==> config.mk <==
export PLATFORM = sky130hd
export DESIGN_NAME = uart_tx_fifo_flat
export DESIGN_NICKNAME = d
export VERILOG_FILES = /design/src/rtl/uart_tx_fifo_if.sv /design/src/rtl/uart_tx_fifo.sv /design/src/flat_wrapper.sv
export SDC_FILE = /design/constraint.sdc
export NUM_CORES = 1
export LEC_CHECK = 0
export ABC_AREA = 1
export ABC_CLOCK_PERIOD_IN_PS = 6500
export BUFFER_PORTS_ARGS = -buffer_cell sky130_fd_sc_hd__buf_2
export CAP_MARGIN = 40
export CORE_MARGIN = 10
export CORE_UTILIZATION = 66
export CTS_CLUSTER_SIZE = 12
export DETAILED_ROUTE_END_ITERATION = 6
export PLACE_DENSITY_LB_ADDON = 0.2
export SLEW_MARGIN = 20
export SYNTH_ARGS = -nofsm -noshare
export SYNTH_HDL_FRONTEND = slang
export SYNTH_SLANG_ARGS = --single-unit
export TNS_END_PERCENT = 50
==> constraint.sdc <==
create_clock -name clk -period 6.5 [get_ports clk]
set_input_delay 0.975 -clock clk [delete_from_list [all_inputs] [get_ports clk]]
set_output_delay 0.975 -clock clk [all_outputs]
set_load 0.03 [all_outputs]
==> src/rtl/uart_tx_fifo_if.sv <==
// uart_tx_fifo_if: byte-write port between the pipeline and the UART transmitter.
//
// Write handshake: `we` acts as valid and `!full` as ready. A byte is accepted on a
// rising clock edge where `we` is high and `full` (a decode of registered state) is
// low. A byte offered while `full` is high is dropped and latches `overflow`; the
// pipeline is expected to interlock on `full` so that this never happens.
//
// Signals:
//   wdata[7:0]  master->slave  byte to transmit
//   we          master->slave  write strobe, one byte per asserted cycle
//   full        slave->master  FIFO holds FIFO_DEPTH bytes
//   busy        slave->master  bytes buffered or a frame in flight
//   overflow    slave->master  sticky: a write was dropped
//   txd         slave->master  serial line, idle high
//   dbg_*       slave->master  FSM state, FIFO count, pointers and bit index
//
// FIFO_DEPTH must match the parameter of the attached uart_tx_fifo.
interface uart_tx_fifo_if #(
    parameter int FIFO_DEPTH = 16
);
    localparam int AW = $clog2(FIFO_DEPTH);

    logic [7:0]    wdata;
    logic          we;
    logic          full;
    logic          busy;
    logic          overflow;
    logic          txd;
    logic [1:0]    dbg_state;
    logic [AW:0]   dbg_cnt;
    logic [AW-1:0] dbg_rp;
    logic [AW-1:0] dbg_wp;
    logic [2:0]    dbg_bi;

    modport master (
        output wdata, we,
        input  full, busy, overflow, txd,
        input  dbg_state, dbg_cnt, dbg_rp, dbg_wp, dbg_bi
    );

    modport slave (
        input  wdata, we,
        output full, busy, overflow, txd,
        output dbg_state, dbg_cnt, dbg_rp, dbg_wp, dbg_bi
    );
endinterface

==> src/rtl/uart_tx_fifo.sv <==
// uart_tx_fifo: 8N1 UART transmitter fed by a circular byte FIFO.
//
// Bytes written through the interface are buffered and sent LSB first as
// start(0), 8 data bits, stop(1); each bit lasts CLK_PER_BIT clocks. When a
// stop bit ends with more bytes queued, the next start bit follows with no
// idle gap.
//
// Ports:
//   clk   rising-edge clock
//   rstn  asynchronous active-low reset; abandons any frame, empties the FIFO
//   bus   uart_tx_fifo_if.slave (wdata/we in; full/busy/overflow/txd/dbg_* out)
//
// Parameters:
//   CLK_PER_BIT  clocks per serial bit, >= 2
//   FIFO_DEPTH   byte entries, power of two, >= 2
module uart_tx_fifo #(
    parameter int CLK_PER_BIT = 868,
    parameter int FIFO_DEPTH  = 16
) (
    input  logic           clk,
    input  logic           rstn,
    uart_tx_fifo_if.slave  bus
);
    localparam int AW = $clog2(FIFO_DEPTH);
    localparam int BW = $clog2(CLK_PER_BIT);
    localparam logic [BW-1:0] BC_LAST  = BW'(CLK_PER_BIT - 1);
    localparam logic [AW:0]   CNT_FULL = (AW + 1)'(FIFO_DEPTH);

    typedef enum logic [1:0] {
        IDLE  = 2'd0,
        START = 2'd1,
        DATA  = 2'd2,
        STOP  = 2'd3
    } state_t;

    state_t        state_q, state_d;
    logic [AW-1:0] rp_q, rp_d;
    logic [AW-1:0] wp_q, wp_d;
    logic [AW:0]   cnt_q, cnt_d;
    logic [BW-1:0] bc_q, bc_d;
    logic [2:0]    bi_q, bi_d;
    logic [7:0]    sh_q, sh_d;
    logic          txd_q, txd_d;
    logic          ovf_q, ovf_d;

    // Storage is not reset: an entry is only read after it has been written.
    logic [7:0]    mem_q [FIFO_DEPTH];

    logic          full_w;
    logic          bit_end;
    logic          push;
    logic          pop;

    always_comb begin
        full_w  = (cnt_q == CNT_FULL);
        bit_end = (bc_q == BC_LAST);
        // Acceptance looks only at the count registered at the start of the
        // cycle, so a pop in the same cycle never frees room for this write.
        push    = bus.we && !full_w;
        ovf_d   = ovf_q | (bus.we & full_w);

        pop     = 1'b0;
        state_d = state_q;
        bc_d    = bc_q;
        bi_d    = bi_q;
        sh_d    = sh_q;

        case (state_q)
            IDLE: begin
                if (cnt_q != '0) begin
                    pop     = 1'b1;
                    sh_d    = mem_q[rp_q];
                    bc_d    = '0;
                    state_d = START;
                end
            end
            START: begin
                if (bit_end) begin
                    bc_d    = '0;
                    bi_d    = '0;
                    state_d = DATA;
                end else begin
                    bc_d = bc_q + BW'(1);
                end
            end
            DATA: begin
                if (bit_end) begin
                    bc_d = '0;
                    sh_d = {1'b0, sh_q[7:1]};
                    if (bi_q == 3'd7) begin
                        state_d = STOP;
                    end else begin
                        bi_d = bi_q + 3'd1;
                    end
                end else begin
                    bc_d = bc_q + BW'(1);
                end
            end
            STOP: begin
                if (bit_end) begin
                    bc_d = '0;
                    // Chain straight into the next start bit when data is waiting.
                    if (cnt_q != '0) begin
                        pop     = 1'b1;
                        sh_d    = mem_q[rp_q];
                        state_d = START;
                    end else begin
                        state_d = IDLE;
                    end
                end else begin
                    bc_d = bc_q + BW'(1);
                end
            end
            default: state_d = IDLE;
        endcase

        rp_d = pop  ? rp_q + AW'(1) : rp_q;
        wp_d = push ? wp_q + AW'(1) : wp_q;

        case ({push, pop})
            2'b10:   cnt_d = cnt_q + (AW + 1)'(1);
            2'b01:   cnt_d = cnt_q - (AW + 1)'(1);
            default: cnt_d = cnt_q;
        endcase

        // txd is registered from the next state so the line changes on the
        // same edge as the FSM and carries no decode glitches.
        case (state_d)
            START:   txd_d = 1'b0;
            DATA:    txd_d = sh_d[0];
            default: txd_d = 1'b1;
        endcase
    end

    always_ff @(posedge clk or negedge rstn) begin
        if (!rstn) begin
            state_q <= IDLE;
            rp_q    <= '0;
            wp_q    <= '0;
            cnt_q   <= '0;
            bc_q    <= '0;
            bi_q    <= '0;
            sh_q    <= '0;
            txd_q   <= 1'b1;
            ovf_q   <= 1'b0;
        end else begin
            state_q <= state_d;
            rp_q    <= rp_d;
            wp_q    <= wp_d;
            cnt_q   <= cnt_d;
            bc_q    <= bc_d;
            bi_q    <= bi_d;
            sh_q    <= sh_d;
            txd_q   <= txd_d;
            ovf_q   <= ovf_d;
        end
    end

    always_ff @(posedge clk) begin
        if (push) begin
            mem_q[wp_q] <= bus.wdata;
        end
    end

    assign bus.txd       = txd_q;
    assign bus.full      = full_w;
    assign bus.busy      = (cnt_q != '0) || (state_q != IDLE);
    assign bus.overflow  = ovf_q;
    assign bus.dbg_state = state_q;
    assign bus.dbg_cnt   = cnt_q;
    assign bus.dbg_rp    = rp_q;
    assign bus.dbg_wp    = wp_q;
    assign bus.dbg_bi    = bi_q;
endmodule

==> src/flat_wrapper.sv <==
// flat-port wrapper written by rule: the top's interface ports become plain ports
module uart_tx_fifo_flat 
#(
    parameter int CLK_PER_BIT = 868,
    parameter int FIFO_DEPTH  = 16
)
  (clk, rstn, bus_wdata, bus_we, bus_full, bus_busy, bus_overflow, bus_txd, bus_dbg_state, bus_dbg_cnt, bus_dbg_rp, bus_dbg_wp, bus_dbg_bi);
  uart_tx_fifo_if #(.FIFO_DEPTH(FIFO_DEPTH)) bus_i ();
  input  logic clk;
  input  logic rstn;
  input wire logic [$bits(bus_i.wdata)-1:0] bus_wdata;
  input wire logic [$bits(bus_i.we)-1:0] bus_we;
  output wire logic [$bits(bus_i.full)-1:0] bus_full;
  output wire logic [$bits(bus_i.busy)-1:0] bus_busy;
  output wire logic [$bits(bus_i.overflow)-1:0] bus_overflow;
  output wire logic [$bits(bus_i.txd)-1:0] bus_txd;
  output wire logic [$bits(bus_i.dbg_state)-1:0] bus_dbg_state;
  output wire logic [$bits(bus_i.dbg_cnt)-1:0] bus_dbg_cnt;
  output wire logic [$bits(bus_i.dbg_rp)-1:0] bus_dbg_rp;
  output wire logic [$bits(bus_i.dbg_wp)-1:0] bus_dbg_wp;
  output wire logic [$bits(bus_i.dbg_bi)-1:0] bus_dbg_bi;
  assign bus_i.wdata = bus_wdata;
  assign bus_i.we = bus_we;
  assign bus_full = bus_i.full;
  assign bus_busy = bus_i.busy;
  assign bus_overflow = bus_i.overflow;
  assign bus_txd = bus_i.txd;
  assign bus_dbg_state = bus_i.dbg_state;
  assign bus_dbg_cnt = bus_i.dbg_cnt;
  assign bus_dbg_rp = bus_i.dbg_rp;
  assign bus_dbg_wp = bus_i.dbg_wp;
  assign bus_dbg_bi = bus_i.dbg_bi;
  uart_tx_fifo #(.CLK_PER_BIT(CLK_PER_BIT), .FIFO_DEPTH(FIFO_DEPTH)) u_core (.clk(clk), .rstn(rstn), .bus(bus_i));
endmodule
==> results of run 1 <==
-- power breakdown --
group	internal (mW)	switching, mW
logic	0.0892	0.265
registers	1.26	0.0512
clock network	0.524	0.393
total	1.87	0.709
-- cell usage after synthesis --
cell type,instances
nor4_2,1
o21ai_1,11
nand4_1,1
nand4_2,2
o22ai_1,2
a32o_1,3
buf_4,4
buf_1,1
buf_2,8
nor2_8,1
dfstp_2,1
nand3_2,1
o31ai_1,2
edfxtp_1,128
ha_1,18
nand2_4,1
a21o_1,1
nand2_2,6
nor2_4,5
a22o_1,1
nor2_2,2
clkinv_1,1
inv_1,44
xor2_1,11
a21oi_1,10
nor4_1,1
nand3_4,1
o221ai_1,5
o32ai_1,2
or2_2,2
nor2_1,137
o21ai_0,59
o211ai_1,10
nand2_1,102
a31oi_1,2
xnor2_1,2
inv_2,4
nand3_1,57
o21ai_4,1
dfrtp_1,37
clkbuf_1,12
-- cells by family after synthesis --
kind of cell,Yosys count,synth area share [%]
buffers and inverters,74,4.04
flip-flops,166,64.1
adder cells (fa/ha/maj),18,3.01
XOR/XNOR,13,1.52
AND/OR/NAND/NOR,320,18.8
AO/OA/AOI/OAI,109,8.54
-- final timing paths --
check / start / endpoint / slack, ns
worst min-delay path: u_core.bus.overflow / u_core.bus.overflow / 0.46
min in group asynchronous: rstn / u_core.bus.dbg_bi[1] / 0.53
worst max-delay path: u_core.bus.dbg_cnt[2] / bus_busy / 3.17
worst max register to register: u_core.bus.dbg_cnt[2] / u_core.bus.dbg_cnt[4] / 3.45
max in group asynchronous: rstn / u_core.bus.dbg_rp[0] / 5.46
worst min register to register: u_core.bus.overflow / u_core.bus.overflow / 0.46
-- flip-flops by register name (all words and copies together) (netlist names) --
register and count:
u_core.sh_q 8, u_core.bus.dbg_bi 3, u_core.bus.dbg_rp 4, u_core.bc_q 10, u_core.bus.dbg_state 2, u_core.bus.txd 1
u_core.bus.dbg_wp 4, u_core.bus.dbg_cnt 5, u_core.mem_q 128, u_core.bus.overflow 1
-- cell type report --
cell class	instances	area share [%]
multi-input cells	460	28.7
inverters	49	2.21
well taps	140	2.10
clock buffers	20	5.24
repair buffers	38	2.94
clock inverters	12	1.25
flip-flops and latches	166	57.6
-- stage by stage --
step	util, %	power [mW]	hold slack, ns	std cells	setup slack, ns
after floorplan	-	1.55	0.471	700	3.69
final	75.8	2.58	0.455	885	3.17
after global placement	70.3	1.66	0.439	849	3.71
after detailed placement	70.9	1.68	0.444	852	3.53
after global routing	75.8	2.68	0.515	885	2.93
after CTS	75.8	2.59	0.459	884	3.15
-- metal layers --
layer | global-route usage, % | share of wire, % | vias up
met3 | 6.29 | 8.2 | 43
met2 | 33.5 | 49 | 228
met4 | 8.37 | 2.6 | 0
li1 | - | - | 2475
met1 | 26.8 | 40 | 2549
met5 | 0 | 0 | -
-- critical path: stages, from the launching register on --
cell and delay [ns]:
dfrtp_1 0.44, nor2_2 0.14, nand4_2 0.40, nor2_1 0.49, inv_1 0.22, buf_2 0.23
==> results.cfg, run 1 <==
[layout]
syn_to_final_growth_pct = 11.3
final_common_cell = nor2_1
drive_gt1_share_pct = 12.6
seqCellArea_sq_um = 4800
multi_input_area_sq_um = 2390
layout_common_cells = 137 x nor2_1, 128 x edfxtp_1, 102 x nand2_1, 59 x o21ai_0, 57 x nand3_1
fin_area_sq_um = 8330
fin_nets = 761
diodes = 0
n_fill_cell = 706

[timing]
tns_ns = 0
fin_crit_sh_pct = 51.3
clock_skew_ns = 0.0101
setup_viol = 0
max_slew_margin_pct = 44.8
finalHoldViolations = 0
tightest_slew_ns = 0.825
clock.fmax_mhz = 300
drv_slew = 0
fin_crit_ns = 3.33
rsz0062_at_grt = no

[status]
outcome = complete, no violations

[floorplanning]
core-area_sq_um = 11000
io_pins = 33
rows = 38
initial_core_util_pct = 68.2
die_area_sq_um = 16000
die_h_microns = 127
fp.dieW_microns = 127

[worst_setup_path]
crit_fanout = 17
reg2regPathDepth = 17
timing_worst_setup_path_type = reg -> out
crit_path_start_kind = register
end_kind = primary output
worstPathRequired_ns = 5.52
arrival_ns = 2.36

[synthesis]
synthTopCellsByArea = edfxtp_1 51%, dfrtp_1 12%, nor2_1 6.9%
syn_area_sq_um = 7490
ys_seq_elements = 166
ys_warn_count = 0
synth_seq_area_share_pct = 64.1
avgSynthCellArea_sq_um = 10.7
syn_inst = 700
synth_cell_type_count = 41
syn_nets = 729
yosys.area.top_type_share_pct = 51.3
yosys.area.top_type = edfxtp_1

[clock_network]
cts_setup_buffers = 0
cts_buffers = 17
h-tree-depth = 4
cts_hold_buf = 0
tritoncts = built
clock_latency_ns = 0.43
cts_resized = 0
cts.clk_slew.worst_paths_ns = 0.06
cts_root_buf = clkbuf_16
clockBufferDepth = 2
numClockSinks = 166

[pwr]
irDropWorstVdd_mv = 0.376
p_leak_nw = 3.30
power.density_nw_per_um2 = 310

[placement]
io_buffers = 32
dpl.hpwl_microns = 10800
place_congestion = 0.843
post_dp_cell_area_sq_um = 7780

[global_route]
grt-ovfl-total = 0
grt_pass1_vias = 5106
grt_pass1_wl_microns = 26800
antenna_found_initial = 0
grt_max_degree = 70
grt_usage_pct = 21.2

[routing]
via_per_inst = 5.98
drc_errors = 0
wl_microns = 16800
dr.pass1.iters = 5
vias = 5295
wl_per_cell_microns = 19.0
drt_iter0_markers = 607
ant_nets = 0

[flow_run]
drv_cap = 0

[hold_path]
hp-class = reg -> reg
whs_path_depth = 1
No activity file was read; power rests on OpenSTA's default activity.
==> inputs of run 2 (changes only) <==
Settings changed: ABC_AREA 1 to 0, ABC_CLOCK_PERIOD_IN_PS 6500 to 3410, CORE_UTILIZATION 66 to 61.
Clock period 6.5 ns to 3.41 ns, I/O delays scaled along.
==> run 2 against run 1 <==
Effect of this change:
- routed wire length shrank 15%
- power grew 95%
- count of clock-buffer cells in the layout decreased by 3
- global-route usage fell by 3.3 points
- final cell count shrank 27%
- clock skew fell by 0.0010 ns
- hold slack worse by 0.16 ns
- sequential power up 94%
- non-clock buffer count grew 20
- via count is 23% lower
- final area fell by 1.7%
- sequential share of layout area increased by 0.99 points
- critical endpoint is now u_core.bus.dbg_cnt[4]
- largest cell class unchanged
- largest power group unchanged
==> results.cfg, run 2 <==
[placement]
io_buffers = 32
place_congestion = 0.812
dp_cells = 612
dpl.hpwl_microns = 9520

[synthesis]
async_flop_share_pct = 22.9
yosysMostFrequentCell = edfxtp_1
synthFlopType = edfxtp_1
syn_inst = 438
syn_area_sq_um = 7150
ys_seq_elements = 166
synth_seq_area_share_pct = 67.0
ys_warn_count = 0
synth_cell_type_count = 56
yosys.area.top_type = edfxtp_1
synth_commonest_cells = 128 x edfxtp_1, 37 x dfrtp_1, 33 x mux4_2
avgSynthCellArea_sq_um = 16.3
syn_nets = 467
synthTopCellsByArea = edfxtp_1 54%, dfrtp_1 13%, mux4_2 10%
synth_edf_count = 128
yosys.area.top_type_share_pct = 53.7

[routing]
wl_microns = 14200
via_per_inst = 6.27
drt_iter0_markers = 426
drc_errors = 0
dr.pass1.iters = 5
vias = 4076
ant_nets = 0
wl_per_cell_microns = 21.9

[worst_setup_path]
cp_common_cell = ha_1
crit_chain = ha_1 > nor4b_2 > a41oi_1 > nor3_1 > ha_1 > xor2_1 > ha_1 > a21boi_0 > o221ai_1 > a21o_1 > a21oi_1 > xnor2_1
reg2regPathDepth = 12
crit_fanout = 5
slowest_delay_ns = 0.40
worstReg2RegStart = u_core.bc_q[0]
crit_path_start_kind = register
reg2reg_to = u_core.bus.dbg_cnt[4]
timing_worst_setup_path_type = reg -> reg
worstPathRequired_ns = 3.77
cp_top_family = compound AO/OA/AOI/OAI gates
cp-startpoint = u_core.bc_q[0]
critPathBufInv = 0
rrSetupSlack_ns = 0.26
arrival_ns = 3.51
critical-path-slowest-cell = dfrtp_1
end_kind = register

[layout]
final_common_cell = edfxtp_1
syn_to_final_growth_pct = 14.5
fin_nets = 523
largest_reg_flops = 128
top_regs = u_core.mem_q: 128 flops, u_core.bc_q: 10 flops, u_core.sh_q: 8 flops
diodes = 0
drive_gt1_share_pct = 25.6
largest_register = u_core.mem_q
final_cells = 650
layout_common_cells = 128 x edfxtp_1, 36 x dfrtp_1, 33 x mux4_2, 32 x buf_2, 23 x nand2_1

[pwr]
sequentialPowerShare_pct = 50.3
irDropWorstVdd_mv = 0.562
p_leak_nw = 2.92
p_sw_share_pct = 27.5
p_sw_mw = 1.38
clkPwrFrac_pct = 35.7
p_int_mw = 3.65
power.density_nw_per_um2 = 615
power.share.combinational_pct = 14.0

[floorplanning]
die_h_microns = 128
initial_core_util_pct = 62.4
io_pins = 33
fp.dieW_microns = 128
rows = 39
core-area_sq_um = 11500
die_area_sq_um = 16500

[clock_network]
cts_resized = 0
clockBufferDepth = 2
tritoncts = built
h-tree-depth = 4
cts_buffers = 17
numClockSinks = 166
cts_root_buf = clkbuf_16
clock_latency_ns = 0.44
cts.clk_slew.worst_paths_ns = 0.07

[timing]
fin_crit_sh_pct = 92.4
drv_slew = 0
fin_crit_ns = 3.15
tns_ns = 0
clock_skew_ns = 0.00902
max_slew_margin_pct = 42.0
rsz0062_at_grt = no
tightest_slew_ns = 0.862
clock.fmax_mhz = 317
finalHoldViolations = 0
setup_viol = 0

[flow_run]
drv_cap = 0

[global_route]
grt-ovfl-total = 0
grt_max_degree = 33
antenna_found_initial = 1
grt_pass1_wl_microns = 22100
grt_pass1_vias = 3978
grt_usage_pct = 17.8

[status]
outcome = complete, no violations

[hold_path]
whs_path_depth = 2
min-delay-start = bus_we
hold_end = u_core.bus.overflow
hp-class = in -> reg
==> run 2: changes by cell type in the layout (fill, tap and decap cells not counted), sizes merged, moves of 19 or more <==
cell	before	now
nor2	145	19
nand3	59	6
mux4	0	33
o21ai	71	17
buf	38	57
inv	50	16
nand2	109	23
==> run 2: per-stage QoR <==
| stage | util, % | total power, mW | setup WS (ns) | hold slack [ns] | instance area [sq um] |
|---|---|---|---|---|---|
| final | 71.4 | 5.04 | 0.259 | 0.293 | 8190 |
| after global routing | 71.4 | 5.23 | 0.0689 | 0.295 | 8190 |
| after CTS | 71.1 | 5.06 | 0.315 | 0.290 | 8150 |
| after detailed placement | 66.2 | 3.27 | 0.341 | 0.364 | 7590 |
| after global placement | 65.6 | 3.23 | 0.475 | 0.435 | 7520 |
| after floorplan | - | 3.00 | 0.0485 | 0.216 | 7150 |
==> run 2: worst max path at each step <==
stage,to,depth (start not counted)
finish,u_core.bus.dbg_cnt[4],12
global route,u_core.bus.dbg_cnt[4],12
CTS,u_core.bus.dbg_cnt[4],12
detailed placement,u_core.bus.dbg_cnt[4],12
global placement,u_core.bus.dbg_cnt[4],12
floorplan,u_core.bus.dbg_cnt[4],13
==> run 2: routing by layer <==
layer | vias up | track usage (%) | wire length, microns
met5 | - | 0 | 13
met4 | 2 | 7.42 | 288
met3 | 26 | 5.38 | 781
met2 | 118 | 28.1 | 7100
met1 | 2078 | 22.7 | 6050
li1 | 1852 | - | -
==> run 2: repair_timing <==
action / 4_1_cts / 5_1_grt
hold buffers: 1 / 0
hold endpoints to repair: 6 / 0
buffers inserted: 0 / 0
==> run 2: power groups by stage <==
| stage | registers [mW] | logic (mW) | clock network (mW) |
|---|---|---|---|
| 2_1_floorplan | 2.62 | 0.379 | 0 |
| 5_1_grt | 2.56 | 0.762 | 1.91 |
| 6_report | 2.54 | 0.703 | 1.80 |
| 4_1_cts | 2.53 | 0.700 | 1.83 |
| 3_3_place_gp | 2.55 | 0.673 | 0 |
| 3_5_place_dp | 2.57 | 0.696 | 0 |
==> run 2: cell families (layout without fill, tap and decap cells) <==
family / count (synthesis) / after routing / share of synthesized area [%]
and+or+nand+nor: 87 / 87 / 6.31
buffers and inverters: 33 / 102 / 1.89
muxes: 45 / 45 / 12.1
xor gates and xnor gates: 13 / 13 / 1.59
AOI/OAI and AO/OA: 76 / 76 / 7.91
adders and majority gates: 18 / 18 / 3.15
DFF: 166 / 166 / 67.0
==> run 2: area by class of cell <==
cell class                      instances  area (sq um)
Fill cell                             713          3280
Multi-Input combinational cell        239          2220
Sequential cell                       166          4800
Timing Repair Buffer                   58           390
Clock inverter                         15           129
Tap cell                              143           179
Inverter                               12          45.0
Clock buffer                           17           425
==> inputs of run 3 (changes only) <==
Settings changed: ABC_CLOCK_PERIOD_IN_PS 3410 to 3600, TNS_END_PERCENT 50 to unset.
Clock period 3.41 ns to 3.6 ns, I/O delays scaled along.
==> run 3 against run 2 <==
Effect of this change:
- routed wire length is 0.86% lower
- critical path type unchanged
- final cell count is 0.31% lower
- core utilization about the same
- non-clock buffer count shrank 1
==> results.cfg, run 3 (synthesis results as in run 2) <==
[routing]
ant_nets = 0
dr.pass1.iters = 5
vias = 4056
drc_errors = 0
via_per_inst = 6.26
wl_per_cell_microns = 21.8
drt_iter0_markers = 325
wl_microns = 14100

[layout]
drive_gt1_share_pct = 25.1
layout_common_cells = 128 x edfxtp_1, 36 x dfrtp_1, 33 x mux4_2, 32 x buf_2, 23 x nand2_1
fin_nets = 522
largest_register = u_core.mem_q
fin_area_sq_um = 8190
top_regs = u_core.mem_q: 128 flops, u_core.bc_q: 10 flops, u_core.sh_q: 8 flops
final_common_cell = edfxtp_1
post-route-util_pct = 71.4
final_cells = 648
diodes = 0
largest_reg_flops = 128
syn_to_final_growth_pct = 14.4

[floorplanning]
io_pins = 33
rows = 39
die_h_microns = 128
fp.dieW_microns = 128
die_area_sq_um = 16500
core-area_sq_um = 11500
initial_core_util_pct = 62.4

[worst_setup_path]
cp_top_family = compound AO/OA/AOI/OAI gates
cp-startpoint = u_core.bc_q[0]
cp_num_cells = 12
crit_fanout = 5
slowest_delay_ns = 0.41
arrival_ns = 3.54
reg2regPathDepth = 12
critical-path-slowest-cell = nor4b_2
end_kind = register
cp_common_cell = ha_1
crit_chain = ha_1 > nor4b_2 > a41oi_1 > nor3_1 > ha_1 > xor2_1 > ha_1 > a21boi_0 > o221ai_1 > a21o_1 > a21oi_1 > xnor2_1
worstPathRequired_ns = 3.95
rrSetupSlack_ns = 0.41
crit_path_start_kind = register
critPathBufInv = 0
worstReg2RegStart = u_core.bc_q[0]
timing_worst_setup_path_type = reg -> reg

[clock_network]
cts.clk_slew.worst_paths_ns = 0.06
cts_root_buf = clkbuf_16
clockBufferDepth = 2
clock_latency_ns = 0.42
tritoncts = built
cts_buffers = 17
cts_setup_buffers = 0
cts_resized = 0
cts_hold_buf = 1
numClockSinks = 166
h-tree-depth = 4

[timing]
drv_slew = 0
fin_crit_ns = 3.19
setup_viol = 0
tns_ns = 0
max_slew_margin_pct = 44.1
finalHoldViolations = 0
rsz0062_at_grt = no
holdWs_ns = 0.342
fin_crit_sh_pct = 88.7
clock.fmax_mhz = 313
clock_skew_ns = 0.00848
tightest_slew_ns = 0.831

[pwr]
power.density_nw_per_um2 = 589
irDropWorstVdd_mv = 0.380
p_leak_nw = 2.92

[flow_run]
drv_cap = 0

[global_route]
grt_pass1_wl_microns = 22500
grt_usage_pct = 18.1
grt-ovfl-total = 0
grt_pass1_vias = 4072
grt_max_degree = 32
antenna_found_initial = 0

[placement]
post_dp_cell_area_sq_um = 7560
io_buffers = 32
place_congestion = 0.858
dpl.hpwl_microns = 9440
dp_cells = 610

[status]
outcome = complete, no violations

[hold_path]
whs_path_depth = 2
min-delay-start = bus_we
hp-class = in -> reg
==> run 3: power breakdown <==
| group | total (mW) | switching [mW] | leakage (nW) | internal (mW) |
|---|---|---|---|---|
| combinational | 0.667 | 0.431 | 1.03 | 0.236 |
| clock | 1.76 | 0.682 | 0.270 | 1.08 |
| sequential | 2.40 | 0.124 | 1.62 | 2.27 |
| total | 4.82 | 1.24 | 2.92 | 3.59 |
==> run 3: cell type report <==
| type | count | area, sq um |
|---|---|---|
| clock buffers | 21 | 440 |
| well taps | 143 | 179 |
| clock inverters | 10 | 131 |
| multi-input cells | 239 | 2220 |
| flip-flops and latches | 166 | 4800 |
| repair buffers | 57 | 370 |
| fillers | 729 | 3280 |
| inverters | 12 | 45.0 |
==> run 3: worst reg2reg max path, stage by stage, from the launching register on <==
cell and delay, ns:
dfrtp_1 0.40, ha_1 0.24, nor4b_2 0.41, a41oi_1 0.27
nor3_1 0.34, ha_1 0.24, xor2_1 0.16, ha_1 0.20
a21boi_0 0.20, o221ai_1 0.15, a21o_1 0.20, a21oi_1 0.17
xnor2_1 0.13
==> run 3: final timing paths <==
path                                               to
worst max-delay path            u_core.bus.dbg_cnt[4]
worst min-delay path              u_core.bus.overflow
worst max register to register  u_core.bus.dbg_cnt[4]
worst min register to register    u_core.bus.overflow
max in group asynchronous              u_core.bus.txd
min in group asynchronous        u_core.bus.dbg_rp[2]
==> run 3: layer usage <==
layer  routed length, microns  global-route usage, %  part of all wire, %  up-vias
li1                         -                      -                    -     1841
met1                     5880                   23.5                   42     2066
met2                     6990                   28.4                   50      118
met3                      863                   4.43                  6.1       31
met4                      378                   7.95                  2.7        0
met5                        0                      0                    0        -
==> run 3: metrics by stage <==
stage | power, mW | setup WS [ns]
final | 4.82 | 0.405
after global routing | 5.01 | 0.0526
after CTS | 4.85 | 0.411
after detailed placement | 3.09 | 0.423
after global placement | 3.06 | 0.523
after floorplan | 2.84 | 0.238
